`src/rtl/wb_select_stage_pkg.sv`:
```
// Shared definitions for the write-back select stage and the load/store lane logic.
// Holds write-data source encodings, load size encodings, default widths and
// the misalignment rule used when WB_MISALIGN_DROP_EN is defined.
package wb_select_stage_pkg;

  localparam int unsigned DEF_DATA_W = 32;
  localparam int unsigned DEF_REG_AW = 5;

  // Write-data source select (memToReg); indices >= 4 are user-defined.
  typedef enum logic [1:0] {
    SRC_ALU  = 2'd0,
    SRC_MEM  = 2'd1,
    SRC_PC   = 2'd2,
    SRC_UIMM = 2'd3
  } src_sel_e;

  // Load size (memSize); 2'b11 is handled as a word.
  typedef enum logic [1:0] {
    SZ_BYTE = 2'd0,
    SZ_HALF = 2'd1,
    SZ_WORD = 2'd2
  } mem_size_e;

  // Half with odd offset, or word with any nonzero offset, is misaligned.
  function automatic logic is_misaligned(input logic [1:0] size, input logic [1:0] addr_low);
    return ((size == SZ_HALF) && addr_low[0]) || (size[1] && (addr_low != 2'd0));
  endfunction

endpackage

```
`src/rtl/wb_select_stage_load_extend.sv`:
```
// Load lane extraction and sign/zero extension (purely combinational).
// Ports:
//   raw_i       full memory read word
//   size_i      00 byte, 01 half, 10/11 word
//   signed_i    1 = sign-extend byte/half, 0 = zero-extend
//   addr_low_i  byte offset within the word
//   data_c_o    aligned, extended result
module wb_select_stage_load_extend
  import wb_select_stage_pkg::*;
#(
  parameter int unsigned DATA_W = DEF_DATA_W
) (
  input  logic [DATA_W-1:0] raw_i,
  input  logic [1:0]        size_i,
  input  logic              signed_i,
  input  logic [1:0]        addr_low_i,
  output logic [DATA_W-1:0] data_c_o
);

  logic [7:0]  byte_lane;
  logic [15:0] half_lane;

  // Lane pick, then extend; word passes the full width untouched.
  always_comb begin
    byte_lane = raw_i[7:0];
    case (addr_low_i)
      2'd1:    byte_lane = raw_i[15:8];
      2'd2:    byte_lane = raw_i[23:16];
      2'd3:    byte_lane = raw_i[31:24];
      default: byte_lane = raw_i[7:0];
    endcase
    // addr_low_i[0] is deliberately ignored for halves.
    half_lane = addr_low_i[1] ? raw_i[31:16] : raw_i[15:0];
    data_c_o  = raw_i;
    case (size_i)
      SZ_BYTE: data_c_o = {{(DATA_W-8){signed_i & byte_lane[7]}}, byte_lane};
      SZ_HALF: data_c_o = {{(DATA_W-16){signed_i & half_lane[15]}}, half_lane};
      default: data_c_o = raw_i;
    endcase
  end

endmodule

```
`src/rtl/wb_select_stage.sv`:
```
// Write-back stage: selects register-file write data from NUM_SRC sources,
// aligns/extends load data, and registers the result with stall/flush control.
// Optional macro WB_MISALIGN_DROP_EN: misaligned loads capture zero data with
// the write enable dropped and are not counted.
// Ports:
//   clock, reset          rising-edge clock, asynchronous active-low reset
//   srcData               flattened sources, source k at [k*DATA_W +: DATA_W]
//   memToReg              source select (>= NUM_SRC selects zero)
//   memSize/memSigned/addrLow  load size, extension and byte offset (source 1)
//   inRegAddr/inRegWrite/inValid  incoming destination, write request, valid
//   stall/flush           hold / kill stage contents (flush wins)
//   wbData/wbRegAddr/wbRegWrite/wbValid  registered stage outputs
//   wbCount               committed-write counter (wraps)
// Requires DATA_W >= 32, NUM_SRC >= 2 and 2**SEL_W >= NUM_SRC.
module wb_select_stage
  import wb_select_stage_pkg::*;
#(
  parameter int unsigned DATA_W  = DEF_DATA_W,
  parameter int unsigned NUM_SRC = 4,
  parameter int unsigned SEL_W   = 2,
  parameter int unsigned REG_AW  = DEF_REG_AW
) (
  input  logic                      clock,
  input  logic                      reset,
  input  logic [NUM_SRC*DATA_W-1:0] srcData,
  input  logic [SEL_W-1:0]          memToReg,
  input  logic [1:0]                memSize,
  input  logic                      memSigned,
  input  logic [1:0]                addrLow,
  input  logic [REG_AW-1:0]         inRegAddr,
  input  logic                      inRegWrite,
  input  logic                      inValid,
  input  logic                      stall,
  input  logic                      flush,
  output logic [DATA_W-1:0]         wbData,
  output logic [REG_AW-1:0]         wbRegAddr,
  output logic                      wbRegWrite,
  output logic                      wbValid,
  output logic [31:0]               wbCount
);

  logic [DATA_W-1:0] load_data_c;
  logic [DATA_W-1:0] sel_data_c;
  logic              misalign_c;
  logic              wr_qual_c;

  logic [DATA_W-1:0] data_q,  data_d;
  logic [REG_AW-1:0] addr_q,  addr_d;
  logic              we_q,    we_d;
  logic              valid_q, valid_d;
  logic [31:0]       count_q, count_d;

  wb_select_stage_load_extend #(
    .DATA_W (DATA_W)
  ) u_load_extend (
    .raw_i      (srcData[DATA_W +: DATA_W]),
    .size_i     (memSize),
    .signed_i   (memSigned),
    .addr_low_i (addrLow),
    .data_c_o   (load_data_c)
  );

  // Source mux; out-of-range selects fall through to the zero default.
  always_comb begin
    sel_data_c = '0;
    for (int unsigned k = 0; k < NUM_SRC; k++) begin
      if (memToReg == SEL_W'(k)) begin
        sel_data_c = (k == 1) ? load_data_c : srcData[k*DATA_W +: DATA_W];
      end
    end
  end

`ifdef WB_MISALIGN_DROP_EN
  assign misalign_c = (memToReg == SEL_W'(SRC_MEM)) && is_misaligned(memSize, addrLow);
`else
  assign misalign_c = 1'b0;
`endif

  // Writes to register 0 are never committed.
  assign wr_qual_c = inRegWrite & inValid & (inRegAddr != '0) & ~misalign_c;

  // Next-state: flush kills valid/write only, stall holds everything.
  always_comb begin
    data_d  = data_q;
    addr_d  = addr_q;
    we_d    = we_q;
    valid_d = valid_q;
    count_d = count_q;
    if (flush) begin
      valid_d = 1'b0;
      we_d    = 1'b0;
    end else if (!stall) begin
      valid_d = inValid;
      data_d  = misalign_c ? '0 : sel_data_c;
      addr_d  = inRegAddr;
      we_d    = wr_qual_c;
      if (wr_qual_c) count_d = count_q + 32'd1;
    end
  end

  // Stage registers.
  always_ff @(posedge clock or negedge reset) begin
    if (!reset) begin
      data_q  <= '0;
      addr_q  <= '0;
      we_q    <= 1'b0;
      valid_q <= 1'b0;
      count_q <= '0;
    end else begin
      data_q  <= data_d;
      addr_q  <= addr_d;
      we_q    <= we_d;
      valid_q <= valid_d;
      count_q <= count_d;
    end
  end

  assign wbData     = data_q;
  assign wbRegAddr  = addr_q;
  assign wbRegWrite = we_q;
  assign wbValid    = valid_q;
  assign wbCount    = count_q;

endmodule

```
`config.mk`:
```
export PLATFORM = sky130hd
export DESIGN_NAME = wb_select_stage
export DESIGN_NICKNAME = d
export VERILOG_FILES = /design/src/rtl/wb_select_stage_pkg.sv /design/src/rtl/wb_select_stage_load_extend.sv /design/src/rtl/wb_select_stage.sv
export SDC_FILE = /design/constraint.sdc
export NUM_CORES = 1
export LEC_CHECK = 0
export CAP_MARGIN = 0
export CORE_ASPECT_RATIO = 1.25
export CORE_MARGIN = 8
export CORE_UTILIZATION = 33
export DETAILED_ROUTE_END_ITERATION = 8
export PLACE_DENSITY = 0.74
export SLEW_MARGIN = 10
export SYNTH_ARGS = -nofsm -noshare
export SYNTH_HDL_FRONTEND = slang
export SYNTH_SLANG_ARGS = --single-unit
```
`constraint.sdc`:
```
create_clock -name clock -period 2.2 [get_ports clock]
set_input_delay 0.22 -clock clock [delete_from_list [all_inputs] [get_ports clock]]
set_output_delay 0.22 -clock clock [all_outputs]
set_load 0.005 [all_outputs]
```
==> Word level (Yosys, flattened, before mapping) <==
Index checks and enable logic that the tools add are counted.
{ "word_totals": {"reg_bits": 71, "out_inout_bits": 71, "elab_cells": 36} }
{ "classes": {"add_sub_neg": 1, "eq_ne": 8, "mux": 11, "bitwise_logic": 6, "reduce_logical": 5} }
{ "op_table": {"columns": ["op", "n"], "rows": [
  ["32-bit 2-to-1 mux", 4],
  ["32-bit case mux with 2 select lines", 1],
  ["32-bit by 1-bit adder with 32-bit output (second input constant)", 1],
  ["8-bit case mux with 3 select lines", 1],
  ["16-bit 2-to-1 mux", 1],
  ["2-bit == test (second input constant)", 4],
  ["2-bit by 1-bit == test with 1-bit output (second input constant)", 3],
  ["5-bit nonzero test", 1],
  ["1-bit bitwise AND", 4],
  ["2-bit logical NOT", 2],
  ["1-bit 2-to-1 mux", 4],
  ["3-bit AND reduction", 1],
  ["2-bit by 1-bit != test with 1-bit output (second input constant)", 1],
  ["1-bit inverter", 2],
  ["2-bit AND reduction", 1]
]} }

==> Logic depth before layout (Yosys ltp) <==
Gate-level depths: netlist (run 1).
{ "depth": {"depth_word": 7, "mapped_depth": 7, "ltp_nobuf": 6} }

==> Hierarchy <==
A second synthesis (run 1) with hierarchy kept.
{ "hier_totals": {"cells_unflattened": 390, "hier_area_um2": 4738.3} }
{ "by_module_without_submodules": {"columns": ["module", "instances", "cells_each", "area_each_um2", "seq_area_each_um2"], "rows": [
  ["wb_select_stage", 1, 257, 3714.8, 1776.7],
  ["wb_select_stage_load_extend", 1, 133, 1023.5, 0.0]
]} }

==> Least setup slack after synthesis (run 1) <==
Ideal clock, no wire load.
{ "synth_timing": {"path_type": "input-to-reg", "start": "in addrLow[1]", "end": "reg data_q[8] (netlist: wbData[8])", "setup_time_ns": 0.137, "arrival_ns": 1.623, "required_ns": 2.063, "setup_slack_ns": 0.440, "stages": 6, "path_buffers": 1, "cell_sequence": "buf_6 mux4_2 and3_4 a221o_1 a222oi_1 a21oi_1"} }
{ "synth_between": {"elab_chain_len": 7, "elab_cells_between_ends": 10, "classes_between": "eq/ne (3); mux (6); bitwise (1)"} }
{ "synth_lines": {"columns": ["item", "line_no", "text"], "rows": [
  ["start: declaration", "wb_select_stage.sv:29", "input logic [1:0] addrLow,"],
  ["2-bit == test or 2-bit by 1-bit == test with 1-bit output (tied branches)", "wb_select_stage_load_extend.sv:26", "case (addr_low_i)"],
  ["8-bit case mux with 3 select lines", "wb_select_stage_load_extend.sv:26", null],
  ["1-bit bitwise AND", "wb_select_stage_load_extend.sv:36", "SZ_BYTE: data_c_o = {{(DATA_W-8){signed_i & byte_lane[7]}}, byte_lane};"],
  ["32-bit case mux with 2 select lines *", "wb_select_stage_load_extend.sv:35", "case (size_i)"],
  ["32-bit 2-to-1 mux * (3 in a row)", "wb_select_stage.sv:67", "if (memToReg == SEL_W'(k)) begin"],
  ["end signal: assignment", "wb_select_stage.sv:110", "data_q <= data_d;"],
  ["end: declaration", "wb_select_stage.sv:47", "logic [DATA_W-1:0] data_q, data_d;"]
]} }
Mark *: on every way between the ends. The rest lies on a longest branch, timed or not.
A chain may end at the register's enable or synchronous reset.

==> Worst setup path after layout (run 1) <==
Ends and elaborated chain as after synthesis.

==> results of run 1 <==
==> layout by cell type (no fill, tap or decap), drive strengths merged, types with 4 or more instances in the layout <==
cell           instances
a211oi                 7
a21o                   6
a21oi                 14
a221o                  9
a221oi                 7
a22o                   7
a22oi                  6
buf                   38
clkbuf                11
clkdlybuf4s50        213
clkinv                 4
dfrtp                 71
inv                    8
mux2                  11
mux2i                 29
nand2                 95
nand3                 25
nand4                  8
nor2                  24
nor2b                  4
nor3                   7
o211ai                 9
o21ai                 41
o221ai                12
xnor2                 20
xor2                  11
==> per-stage QoR <==
stage | std cells | cell area [µm²]
after floorplan | 491 | 4400
after global placement | 880 | 6890
after detailed placement | 880 | 6890
after CTS | 896 | 7190
after global routing | 896 | 7190
final | 896 | 7190
==> cell type report <==
class,count,area (µm²),share of cell area [%]
flip-flops and latches,71,1780,24.7
repair buffers,251,2410,33.5
well taps,171,214,2.98
clock inverters,5,57.6,0.800
clock buffers,11,243,3.38
multi-input cells,379,2460,34.2
inverters,8,30.0,0.418
==> registers in the layout (all words and copies together), names as in the netlist <==
name / flops
wbData: 32
wbValid: 1
wbRegWrite: 1
wbRegAddr: 5
wbCount: 32
==> where the power goes <==
part / leakage (nW) / total (W) / switching (W) / internal [W]
Clock: 0.149 / 0.00146 / 0.000554 / 0.000909
Combinational: 2.02 / 0.00114 / 0.000453 / 0.000692
Sequential: 0.905 / 0.00156 / 0.000117 / 0.00145
Total: 3.07 / 0.00417 / 0.00112 / 0.00305
==> logic make-up (layout without fill, tap and decap cells) <==
kind of cell	after synthesis	count (layout)
AO/OA/AOI/OAI	125	125
adder cells (fa/ha/maj)	1	1
XOR/XNOR	31	31
AND/OR/NAND/NOR	180	180
flip-flops	71	71
buffers and inverters	41	275
multiplexers	42	42
==> worst register-to-register path, delay by kind of cell (launching register included) <==
| family | cells | cell delay (ns) |
|---|---|---|
| buffers and inverters | 1 | 0.18 |
| AND/OR/NAND/NOR | 4 | 0.99 |
| flip-flops | 1 | 0.46 |
| XOR/XNOR | 1 | 0.16 |
==> path summary, 6_finish.rpt <==
check                                    end  depth (start not counted)  slack [ns]    startpoint
worst max-delay path               wbData[8]                          6        0.27    addrLow[1]
worst min-delay path              wbCount[2]                          1        0.02         reset
worst max register to register   wbCount[25]                          6        0.33    wbCount[3]
worst min register to register  wbRegAddr[4]                          2        0.47  wbRegAddr[4]
max in group asynchronous         wbData[27]                          1        1.59         reset
min in group clock                wbData[27]                          3        0.41   memToReg[1]
==> routing by layer <==
metal / track usage (%) / wire [µm]
met5: 0 / 0
met4: 8.31 / 519
met3: 6.56 / 1800
met2: 34.6 / 8720
met1: 23.2 / 7050
==> summary.txt, run 1 <==
Status -> finished, final reports clean
DRC violations left -> 0
Setup TNS -> 0 ns
Leak -> 3.07 nW
Post-synthesis share of cell area spent on full adders, half adders and majority gates -> 0.284%
Worst setup EP type -> flip-flop
Synthesized-area fraction occupied by and/or/nand/nor cells -> 19.1%
DP Worst Slack -> -0.0937 ns
Category of the most critical setup path -> input port to flip-flop
Layout overhead on the synthesized area -> 63.5%
Congestion Overflow GR -> 0
Post-detailed-route count of antenna-violating nets -> 0
#FFs+latches synth -> 71
Worst-skew pair later-pin latency -> 0.33 ns
Highest fanout seen on the critical path -> 3
Port buffer count -> 216
CTS Buffer Depth -> 2
CTS H-tree lvls -> 3
Ports -> 217
Most used standard cell by instance count after synthesis -> sky130_fd_sc_hd__nand2_1
DRC marker count from the first detailed-route iteration -> 346
Xor and xnor area share after synthesis -> 6.17%
Antenna Cells -> 0
Number of clock buffers inserted by TritonCTS -> 9
Proportion of layout cells with a drive suffix above 1 -> 10.3%
Min Hold Slack -> 0.0179 ns
Buffer cell driving the clock tree root -> sky130_fd_sc_hd__clkbuf_16
Resize count post-CTS -> 0
WL per Instance -> 20.2 µm
Final Setup Violations -> 0
Synth Area in Compound Gates -> 19.9%
Peak per-stage delay on the critical path -> 0.53 ns
Instance count of the mapped netlist -> 491
Ratio of total power to cell area -> 580 mW/mm²
Post-DP HPWL -> 14.6 mm
Floorplan row count -> 47
Standard cell with the maximum stage delay on the critical path -> sky130_fd_sc_hd__mux4_2
Leading register cell type out of synthesis -> sky130_fd_sc_hd__dfrtp_1
Detailed Routing Iterations Pass 1 -> 6
Drt via density -> 5.40
Largest net degree at the start of global routing -> 72
Vias in the first global route -> 5065
Distinct cell type count of the synthesized netlist -> 48
Worst slew margin relative to its limit -> 39.5%
CTS tree -> yes
Mux contribution to synthesized area -> 10.4%
Core Area -> 0.0131 mm²
Dominant cell type by area after synthesis -> sky130_fd_sc_hd__dfrtp_1
Cell Chain, Critical Path -> clkdlybuf4s50_1 > mux4_2 > and3_4 > a221o_1 > a222oi_1 > a21oi_1
Post-layout net count -> 867
Number of warning messages in the yosys log -> 0
Critical path required time -> 2.40 ns
Most numerous cell types in the synthesized netlist -> sky130_fd_sc_hd__nand2_1, sky130_fd_sc_hd__dfrtp_1, sky130_fd_sc_hd__mux2i_1
Worst path setup slack after routing -> 0.268 ns
Count of maximum capacitance violations -> 0
Layout filler cell count -> 1194
Sequential fraction of the synthesis area -> 40.4%
Total vias in the final route -> 4841
Final Skew -> 0.00766 ns
GRT Overall Usage -> 20.4%
# Post-CTS Setup Buffers -> 0
Maximum ir drop on the vdd rail -> 0.322 mV
Total power draw -> 0.00417 W
Antenna violations before repair -> 0
Post-synthesis net count -> 638
Mean instance size in the synthesized netlist -> 8.96 µm²
End-of-flow core utilization -> 54.8%
Global-route wire length before repair -> 27.9 mm
Unrepaired setup endpoints after global routing -> false
Endpoint arrival time on the critical path -> 2.13 ns
Number of flops mapped to enable cells by yosys -> 0
CTS clock-pin slew for the worst setup and hold paths -> 0.06 ns
Final WL -> 18.1 mm
Largest family of logic cells by synthesized area -> compound AO/OA/AOI/OAI gates
Mapped Area -> 0.00440 mm²
Die area -> 0.0173 mm²
Final Cycle Share -> 87.8%
Clock tree sinks -> 71
Final Max Slew Viols -> 0
CTS Hold Buffers Added -> 0
Number of hold-slack violations in the final timing report -> 0
Gpl congestion -> 0.946
Proportion of register bits with asynchronous set or reset after synthesis -> 100%
Buffers and inverters on the worst path -> 1
Die span in y -> 145 µm
Starting density of the core -> 33.5%
Critical path's top delay family -> compound AO/OA/AOI/OAI gates
Largest cells by area after synthesis -> sky130_fd_sc_hd__dfrtp_1, sky130_fd_sc_hd__nand2_1, sky130_fd_sc_hd__mux2i_1, sky130_fd_sc_hd__xnor2_1, sky130_fd_sc_hd__o21ai_0
Fraction of synthesized cell area taken by the top area cell type -> 40.4%
Setup crit start kind -> input port
Least-Margin Pin Slew -> 0.908 ns
Type of the tightest min-delay check -> input port to async pin
Fmax -> 0.518 GHz
Shortest clock period the worst path allows after layout -> 1.93 ns
Die extent in x -> 119 µm
(Power assumes the default switching activity.)
==> inputs of run 2 (changes only) <==
--- a/config.mk
+++ b/config.mk
@@ -11,6 +11,7 @@
 export CORE_UTILIZATION = 33
 export DETAILED_ROUTE_END_ITERATION = 8
 export PLACE_DENSITY = 0.74
+export SKIP_CTS_REPAIR_TIMING = 1
 export SLEW_MARGIN = 10
 export SYNTH_ARGS = -nofsm -noshare
 export SYNTH_HDL_FRONTEND = slang
==> results of run 2 <==
No change in the layout: final DEF, timing and power equal those of run 1.
